### config.mk
export PLATFORM = sky130hd
export DESIGN_NAME = cache_ctrl
export DESIGN_NICKNAME = d
export VERILOG_FILES = /design/src/rtl/cache_ctrl_pkg.sv /design/src/rtl/cache_line_store.sv /design/src/rtl/cache_ctrl.sv
export SDC_FILE = /design/constraint.sdc
export NUM_CORES = 1
export LEC_CHECK = 0
export CAP_MARGIN = 20
export CORE_ASPECT_RATIO = 0.5
export CORE_MARGIN = 10
export CORE_UTILIZATION = 25
export CTS_CLUSTER_DIAMETER = 150
export CTS_CLUSTER_SIZE = 20
export DETAILED_ROUTE_END_ITERATION = 8
export DONT_BUFFER_PORTS = 1
export GPL_TIMING_DRIVEN = 0
export SETUP_SLACK_MARGIN = 0.4
export SLEW_MARGIN = 20
export SYNTH_ARGS = -nofsm -noshare
export SYNTH_HDL_FRONTEND = slang
export SYNTH_SLANG_ARGS = --single-unit
### constraint.sdc
create_clock -name clk -period 5.2 [get_ports clk]
set_clock_uncertainty 0.1 [all_clocks]
set_input_delay 1.04 -clock clk [delete_from_list [all_inputs] [get_ports clk]]
set_output_delay 1.04 -clock clk [all_outputs]
set_load 0.01 [all_outputs]
### src/rtl/cache_ctrl_pkg.sv
// Shared definitions for the cache controller slice.
// Holds the default geometry (address, tag and data widths plus the derived
// line count) and the controller state encoding. Imported by cache_ctrl and
// cache_line_store so that every file agrees on the same values.
package cache_ctrl_pkg;

    localparam int ADDR_SIZE_DEF  = 8;
    localparam int TAG_SIZE_DEF   = 3;
    localparam int DATA_SIZE_DEF  = 8;
    localparam int CACHE_SIZE_DEF = 32'd1 << (ADDR_SIZE_DEF - TAG_SIZE_DEF);

    typedef enum logic [2:0] {
        ST_IDLE   = 3'd0,
        ST_LOOKUP = 3'd1,
        ST_MEM_RD = 3'd2,
        ST_MEM_WR = 3'd3,
        ST_RESP   = 3'd4
    } state_t;

endpackage

### src/rtl/cache_line_store.sv
// Storage for the direct-mapped cache: one valid bit, one tag and one data
// word per line.
// Ports:
//   clk, reset            clock and asynchronous active-high reset
//   rd_idx                read-port line index (asynchronous read)
//   rd_valid/tag/data     contents of the indexed line
//   wr_en, wr_idx         write-port strobe and line index
//   wr_valid/tag/data     values written into the indexed line
// Only the valid array is cleared by reset; tag and data are don't-care
// while their valid bit is low.
module cache_line_store
    import cache_ctrl_pkg::*;
#(
    parameter int IDX_SIZE  = ADDR_SIZE_DEF - TAG_SIZE_DEF,
    parameter int TAG_SIZE  = TAG_SIZE_DEF,
    parameter int DATA_SIZE = DATA_SIZE_DEF
) (
    input  logic                 clk,
    input  logic                 reset,
    input  logic [IDX_SIZE-1:0]  rd_idx,
    output logic                 rd_valid,
    output logic [TAG_SIZE-1:0]  rd_tag,
    output logic [DATA_SIZE-1:0] rd_data,
    input  logic                 wr_en,
    input  logic [IDX_SIZE-1:0]  wr_idx,
    input  logic                 wr_valid,
    input  logic [TAG_SIZE-1:0]  wr_tag,
    input  logic [DATA_SIZE-1:0] wr_data
);

    localparam int LINES = 32'd1 << IDX_SIZE;

    logic [LINES-1:0]     valid_r;
    logic [TAG_SIZE-1:0]  tag_r  [LINES];
    logic [DATA_SIZE-1:0] data_r [LINES];

    // Valid bits: cleared as a whole by reset, one bit written per update.
    always_ff @(posedge clk or posedge reset) begin
        if (reset) begin
            valid_r <= '0;
        end else if (wr_en) begin
            valid_r[wr_idx] <= wr_valid;
        end else begin
            valid_r <= valid_r;
        end
    end

    // Tag and data payload: no reset, only meaningful behind a valid bit.
    always_ff @(posedge clk) begin
        if (wr_en) begin
            tag_r[wr_idx]  <= wr_tag;
            data_r[wr_idx] <= wr_data;
        end
    end

    assign rd_valid = valid_r[rd_idx];
    assign rd_tag   = tag_r[rd_idx];
    assign rd_data  = data_r[rd_idx];

endmodule

### src/rtl/cache_ctrl.sv
// Direct-mapped, write-through, no-write-allocate cache controller.
// Ports:
//   clk, reset                     clock, asynchronous active-high reset
//   cpu_req/we/addr/wdata          CPU request, accepted only when idle
//   cpu_rdata, cpu_ready, hit      registered response; cpu_ready is a
//                                  one-cycle pulse, hit/cpu_rdata valid with it
//   mem_req/we/addr/wdata          backing-memory request, held until mem_ack
//   mem_rdata, mem_ack             backing-memory completion and fill data
// All outputs are registered, so cpu_ready appears the cycle after the
// controller passes through RESP.
module cache_ctrl
    import cache_ctrl_pkg::*;
#(
    parameter int ADDR_SIZE = ADDR_SIZE_DEF,
    parameter int TAG_SIZE  = TAG_SIZE_DEF,
    parameter int DATA_SIZE = DATA_SIZE_DEF
) (
    input  logic                 clk,
    input  logic                 reset,
    input  logic                 cpu_req,
    input  logic                 cpu_we,
    input  logic [ADDR_SIZE-1:0] cpu_addr,
    input  logic [DATA_SIZE-1:0] cpu_wdata,
    output logic [DATA_SIZE-1:0] cpu_rdata,
    output logic                 cpu_ready,
    output logic                 hit,
    output logic                 mem_req,
    output logic                 mem_we,
    output logic [ADDR_SIZE-1:0] mem_addr,
    output logic [DATA_SIZE-1:0] mem_wdata,
    input  logic [DATA_SIZE-1:0] mem_rdata,
    input  logic                 mem_ack
);

    localparam int IDX_SIZE = ADDR_SIZE - TAG_SIZE;

    state_t                state_r;
    state_t                state_next_s;
    logic                  we_r;
    logic [ADDR_SIZE-1:0]  addr_r;
    logic [DATA_SIZE-1:0]  wdata_r;
    logic                  lkp_hit_r;

    logic [IDX_SIZE-1:0]   idx_s;
    logic [TAG_SIZE-1:0]   tag_s;
    logic                  line_valid_s;
    logic [TAG_SIZE-1:0]   line_tag_s;
    logic [DATA_SIZE-1:0]  line_data_s;
    logic                  hit_s;
    logic                  mem_done_s;
    logic                  st_we_s;
    logic [DATA_SIZE-1:0]  st_wdata_s;

    assign idx_s      = addr_r[IDX_SIZE-1:0];
    assign tag_s      = addr_r[ADDR_SIZE-1:IDX_SIZE];
    assign hit_s      = line_valid_s && (line_tag_s == tag_s);
    // An ack only counts while a memory request is actually outstanding.
    assign mem_done_s = mem_ack && mem_req;

    cache_line_store #(
        .IDX_SIZE  (IDX_SIZE),
        .TAG_SIZE  (TAG_SIZE),
        .DATA_SIZE (DATA_SIZE)
    ) u_store (
        .clk      (clk),
        .reset    (reset),
        .rd_idx   (idx_s),
        .rd_valid (line_valid_s),
        .rd_tag   (line_tag_s),
        .rd_data  (line_data_s),
        .wr_en    (st_we_s),
        .wr_idx   (idx_s),
        .wr_valid (1'b1),
        .wr_tag   (tag_s),
        .wr_data  (st_wdata_s)
    );

    // State register.
    always_ff @(posedge clk or posedge reset) begin
        if (reset) begin
            state_r <= ST_IDLE;
        end else begin
            state_r <= state_next_s;
        end
    end

    // Next-state decode.
    always_comb begin
        state_next_s = state_r;
        case (state_r)
            ST_IDLE: begin
                if (cpu_req) state_next_s = ST_LOOKUP;
                else         state_next_s = ST_IDLE;
            end
            ST_LOOKUP: begin
                if (we_r)       state_next_s = ST_MEM_WR;
                else if (hit_s) state_next_s = ST_RESP;
                else            state_next_s = ST_MEM_RD;
            end
            ST_MEM_RD, ST_MEM_WR: begin
                if (mem_done_s) state_next_s = ST_RESP;
                else            state_next_s = state_r;
            end
            ST_RESP: state_next_s = ST_IDLE;
            default: state_next_s = ST_IDLE;
        endcase
    end

    // Line update: refill on a read miss, data-only update on a write hit.
    // A write miss never touches the line.
    always_comb begin
        st_we_s    = 1'b0;
        st_wdata_s = wdata_r;
        if (state_r == ST_MEM_RD && mem_done_s) begin
            st_we_s    = 1'b1;
            st_wdata_s = mem_rdata;
        end else if (state_r == ST_MEM_WR && mem_done_s && lkp_hit_r) begin
            st_we_s    = 1'b1;
            st_wdata_s = wdata_r;
        end else begin
            st_we_s    = 1'b0;
            st_wdata_s = wdata_r;
        end
    end

    // Request capture in IDLE and lookup-result capture in LOOKUP.
    always_ff @(posedge clk or posedge reset) begin
        if (reset) begin
            we_r      <= 1'b0;
            addr_r    <= '0;
            wdata_r   <= '0;
            lkp_hit_r <= 1'b0;
        end else begin
            if (state_r == ST_IDLE && cpu_req) begin
                we_r    <= cpu_we;
                addr_r  <= cpu_addr;
                wdata_r <= cpu_wdata;
            end
            if (state_r == ST_LOOKUP) begin
                lkp_hit_r <= hit_s;
            end
        end
    end

    // Registered outputs; memory-side signals track the state being entered
    // so mem_req rises together with MEM_RD/MEM_WR and drops with the ack.
    always_ff @(posedge clk or posedge reset) begin
        if (reset) begin
            cpu_ready <= 1'b0;
            hit       <= 1'b0;
            cpu_rdata <= '0;
            mem_req   <= 1'b0;
            mem_we    <= 1'b0;
            mem_addr  <= '0;
            mem_wdata <= '0;
        end else begin
            cpu_ready <= (state_r == ST_RESP);
            hit       <= (state_r == ST_RESP) ? lkp_hit_r : 1'b0;
            mem_req   <= (state_next_s == ST_MEM_RD) || (state_next_s == ST_MEM_WR);
            mem_we    <= (state_next_s == ST_MEM_WR);
            if (state_r == ST_LOOKUP) begin
                mem_addr  <= addr_r;
                mem_wdata <= we_r ? wdata_r : '0;
            end
            if (state_r == ST_LOOKUP && !we_r && hit_s) begin
                cpu_rdata <= line_data_s;
            end else if (state_r == ST_MEM_RD && mem_done_s) begin
                cpu_rdata <= mem_rdata;
            end
        end
    end

endmodule
======== Word-level counts from Yosys, hierarchy flattened ========
Memory sizes are Yosys's and may differ from the RTL's. A register that Yosys moved wholly into a read port is not among the register bits.
Index checks and enable logic that the tools add are counted.
word-level totals
  output and inout bits ................... 28
  memories kept ........................... 2
  latch bits .............................. 0
  bits in read-only memories .............. 0
  bits in writable memories ............... 352
  register bits ........................... 73
  logic and storage cells ................. 54
memory list
  name            depth  width  rd ports  clocked after Yosys merged registers in  write ports  line                    RTL
  u_store.data_r  32     8      1         1                                        1            cache_line_store.sv:35  logic [DATA_SIZE-1:0] data_r [LINES];
  u_store.tag_r   32     3      1         0                                        1            cache_line_store.sv:34  logic [TAG_SIZE-1:0] tag_r [LINES];
cells by class
  bitwise gates (word level) .............. 1
  add/sub/neg operators ................... 0
  reductions and logical operators ........ 14
  order comparisons ....................... 2
  eq/ne operators ......................... 7
  shift-type cells ........................ 0
  $mul .................................... 0
  multiplexer cells ....................... 16
  div/mod/pow operators ................... 0
operators by type and width
  kind                                                                    count
  32-bit bitwise OR                                                       1
  8-bit two-way mux                                                       2
  3-bit by 2-bit == test with 1-bit output (second input constant)        4
  1-bit logical AND                                                       9
  3-bit two-way mux                                                       3
  3-bit one-hot mux with 3 select lines                                   1
  1-bit two-way mux                                                       8
  5-bit by 6-bit < comparator with 1-bit output (second input constant)   1
  1-bit binary-select mux with 5-bit select                               1
  1-bit demux with 5-bit select                                           1
  5-bit by 1-bit >= comparator with 1-bit output (second input constant)  1
  3-bit by 1-bit == test with 1-bit output (second input constant)        1
  3-bit == test                                                           1
  3-bit == test (second input constant)                                   1
  3-bit logical NOT                                                       1
  2-bit nonzero test                                                      1
  2-bit OR reduction                                                      1
  1-bit logical NOT                                                       1
  1-bit logical OR                                                        1

======== Longest topological paths before layout ========
  depth in word-level cells ............... 8
  gate-level depth with buffers ........... 10
  mapped depth without buffers ............ 8

======== Modules after synthesis ========
Synthesis repeated with hierarchy kept, for this count alone.
unflattened totals
  cell total of the unflattened synthesis .. 1052
  area, all modules ....................... 17663.2 µm²
modules (own cells, without submodules)
  module            cells an instance  sequential area each (µm²)  instances  area an instance (µm²)
  cache_line_store  893                11370.9                     1          15473.6
  cache_ctrl        159                1226.2                      1          2189.6

======== Worst setup path after synthesis ========
No wires, ideal clock.
  path type ............................... input to register
  start point ............................. in mem_ack
  end point ............................... mem u_store.data_r[0][0] (netlist name) (enable)
  stages .................................. 5
  slack ................................... 2.137 ns
  data arrival time ....................... 2.583 ns
  data required time ...................... 4.721 ns
  buffers on the path ..................... 1
  cells stage by stage .................... nand3_1 nor3_1 or3b_2 clkbuf_1 nor2_1
on the way
  word-level cells in the longest chain between the ends .. 7
  elaborated cells on any way between the ends .. 8
ends and longest elaborated chain
  what                                       line                    RTL
  start: declaration                         cache_ctrl.sv:32        input logic mem_ack
  1-bit logical AND *                        cache_ctrl.sv:58        assign mem_done_s = mem_ack && mem_req;
  1-bit logical AND (2 in series)            cache_ctrl.sv:117       end else if (state_r == ST_MEM_WR && mem_done_s && lkp_hit_r) begin
  1-bit two-way mux                          cache_ctrl.sv:117
  1-bit two-way mux *                        cache_ctrl.sv:114       if (state_r == ST_MEM_RD && mem_done_s) begin
  1-bit two-way mux *                        cache_line_store.sv:50  if (wr_en) begin
  1-bit two-way mux (implied by the code) *  cache_line_store.sv:52  data_r[wr_idx] <= wr_data;
  end: declaration                           cache_line_store.sv:35
Every way passes the cells marked *; elsewhere a longest branch is shown, timed or not.

======== Final worst setup path ========
  start point ............................. reg addr_r[1]
  end point ............................... mem u_store.tag_r[2][2] (netlist name) (enable)
RTL lines
  what                      line                    RTL
  start: declaration        cache_ctrl.sv:40        logic [ADDR_SIZE-1:0] addr_r;
  start signal: assignment  cache_ctrl.sv:136       addr_r <= cpu_addr;
  end: declaration          cache_line_store.sv:34
Straight into the memory's write port.

==> results.py <==
metrics = {
    "run_status": {
        "outcome": "completed",
    },
    "clocking": {
        "clk_pin_slew_ns": 0.08,
        "clkSinkCount": 433,
        "htree_levels": 1,
        "ctsResizeCount": 0,
        "postCtsSetupBuffers": 0,
        "cts_tree": "done",
        "clockRootBuffer": "clkbuf_16",
        "ctsHoldBuffers": 0,
        "clk_latency_ns": 0.56,
        "cts_buffer_depth": 3,
        "cts_buffers": 25,
    },
    "die": {
        "rows": 67,
        "io_pins": 57,
        "dieHeight_um": 205,
        "dieWidth_um": 390,
        "coreArea_sq_um": 67300,
        "dieArea_sq_um": 79800,
        "start_util_pct": 25.4,
    },
    "worst_setup_path": {
        "rr_startpoint": "addr_r[1]",
        "cp.required_ns": 5.28,
        "critical_path.max_fanout": 12,
        "crit_path_start_kind": "register",
        "worstSetupPathType": "reg2reg",
        "startpoint": "addr_r[1]",
        "worstPathArrival_ns": 3.91,
        "end_kind": "register",
        "rrSetupSlack_ns": 1.36,
    },
    "final_layout": {
        "final_common_cell": "edfxtp_1",
        "seq_area_sq_um": 12600,
        "nNetsFinal": 971,
        "antenna_cells": 0,
        "final_cell_mix": "edfxtp_1 (352), dfrtp_1 (78), mux4_2 (61), mux2_2 (49), mux2i_1 (48)",
        "drive_gt1_share_pct": 26.6,
        "multi_input_area_sq_um": 4220,
        "syn_to_final_growth_pct": 12.3,
        "fillers": 6587,
    },
    "sta": {
        "hold_viol_final": 0,
        "slew_headroom_pct": 40.9,
        "rsz0062_at_grt": "no",
        "period_minus_slack_ns": 3.84,
        "setup_tns_ns": 0,
        "setup_violations": 0,
        "maxSlewViolCount": 0,
        "fmax_mhz": 261,
        "tightest_slew_ns": 0.886,
        "timing.final.ws_setup_ns": 1.36,
        "finalCritPeriodShare_pct": 73.8,
    },
    "pwr": {
        "peakVddDrop_uv": 272,
        "p_per_area_nw_per_um2": 524,
        "cellLeakagePower_uw": 0.00637,
    },
    "grt": {
        "grt_pass1_wl_um": 56400,
        "grt_pass1_vias": 8424,
        "grt_use_total_pct": 9.18,
        "grt.overflow.total": 0,
        "antenna_found_initial": 1,
        "grt_max_degree": 55,
    },
    "logic_synthesis": {
        "seq_area_frac_synth_pct": 73.8,
        "ys_ff_latch": 433,
        "synth_edf_count": 352,
        "synth-async-reset-ratio_pct": 18.7,
        "synth_area_per_cell_sq_um": 18.9,
        "yosysWarnings": 0,
        "syn-cell-area_sq_um": 17100,
        "synth_ff_type": "edfxtp_1",
        "yosysUniqueCellTypes": 45,
        "synthCells": 905,
        "synth_fp_nets": 934,
    },
    "detailed_routing": {
        "vias_per_cell": 4.50,
        "drt_wl_total_um": 38100,
        "vias": 8363,
        "drcViolationCount": 0,
        "ant_nets": 0,
        "first_pass_iters": 5,
        "drtIter0Drc": 848,
        "wire_per_inst_um": 20.5,
    },
    "placed_design": {
        "post-place-ws_ns": 1.36,
        "routabilityCongestion": 0.792,
        "portBuffers": 0,
        "hpwl_um": 25200,
    },
    "flow_run": {
        "drv_cap": 0,
    },
    "hold_path": {
        "hp-class": "in2async",
    },
}
-- final timing paths --
kind                                       endpoint  depth (start not counted)
worst min-delay path                    mem_addr[6]                          1
max in group asynchronous        u_store.valid_r[5]                          2
worst max-delay path            u_store.tag_r[2][2]                          6
worst max register to register  u_store.tag_r[2][2]                          6
min in group clk                u_store.valid_r[11]                          1
worst min register to register  u_store.valid_r[11]                          1
-- routing by layer --
metal	track usage (%)	vias to the layer above	part of all wire, %
met1	12.4	4414	44
met4	1.82	0	1.7
li1	-	3681	-
met3	0.806	43	4.3
met5	0	-	0
met2	16.1	225	50
-- critical path, cell delays in order (launching register included) --
cell      delay, ns
dfrtp_1        0.35
buf_6          0.17
buf_6          0.18
clkbuf_1       0.54
clkbuf_1       0.67
nand3b_1       0.57
nor2_2         0.86
-- per-stage QoR --
step	cell area [sq um]	cells	hold WS (ns)	util [%]	total power (uW)
detailed placement	18500	1812	0.345	27.4	8190
global placement	18200	1802	0.342	27.0	8110
CTS	19200	1857	0.249	28.5	10200
floorplan	17100	905	0.330	-	7050
global route	19200	1857	0.266	28.5	10500
finish	19200	1857	0.246	28.5	10100
-- cells by family (layout without fill, tap and decap cells) --
family          Yosys count  count (layout)  synth area share, %
compound gates           68              68                 2.75
xor+xnor                  3               3                0.154
buf+inv                  63             118                 2.11
flops                   433             433                 73.8
mux                     169             169                 15.8
simple gates            169             169                 5.44
-- sequential cells by signal, indices dropped and copies added (netlist names), 3 cells and up --
register,cells
addr_r,8
cpu_rdata,8
mem_addr,8
mem_wdata,8
state_r,3
u_store.data_r,256
u_store.tag_r,96
u_store.valid_r,32
wdata_r,8
-- cell usage after synthesis, drive strengths merged, types with 16 or more instances --
| master | number | share of area [%] |
|---|---|---|
| clkbuf | 17 | 0.39 |
| mux4 | 72 | 9.7 |
| or2 | 35 | 1.3 |
| edfxtp | 352 | 62 |
| mux2i | 48 | 2.8 |
| buf | 28 | 1.3 |
| o22ai | 29 | 1.1 |
| inv | 18 | 0.40 |
| dfrtp | 81 | 12 |
| nor2 | 47 | 1.0 |
| mux2 | 49 | 3.2 |
| a22oi | 16 | 0.70 |
| nand2 | 22 | 0.48 |
-- cell type report --
cell class	count	area share (%)
buffer	45	1.53
clock buffer	43	3.62
clock inverter	2	0.0914
inverter	18	0.365
multi-input combinational	409	22.0
sequential	433	65.7
tap	897	5.85
timing repair buffer	10	0.829
-- power breakdown --
group / leakage, uW / internal, uW / switching (uW)
combinational: 0.00182 / 1320 / 1880
clock: 0.000338 / 915 / 1080
sequential: 0.00421 / 4500 / 357
No activity file was read; power rests on OpenSTA's default activity.
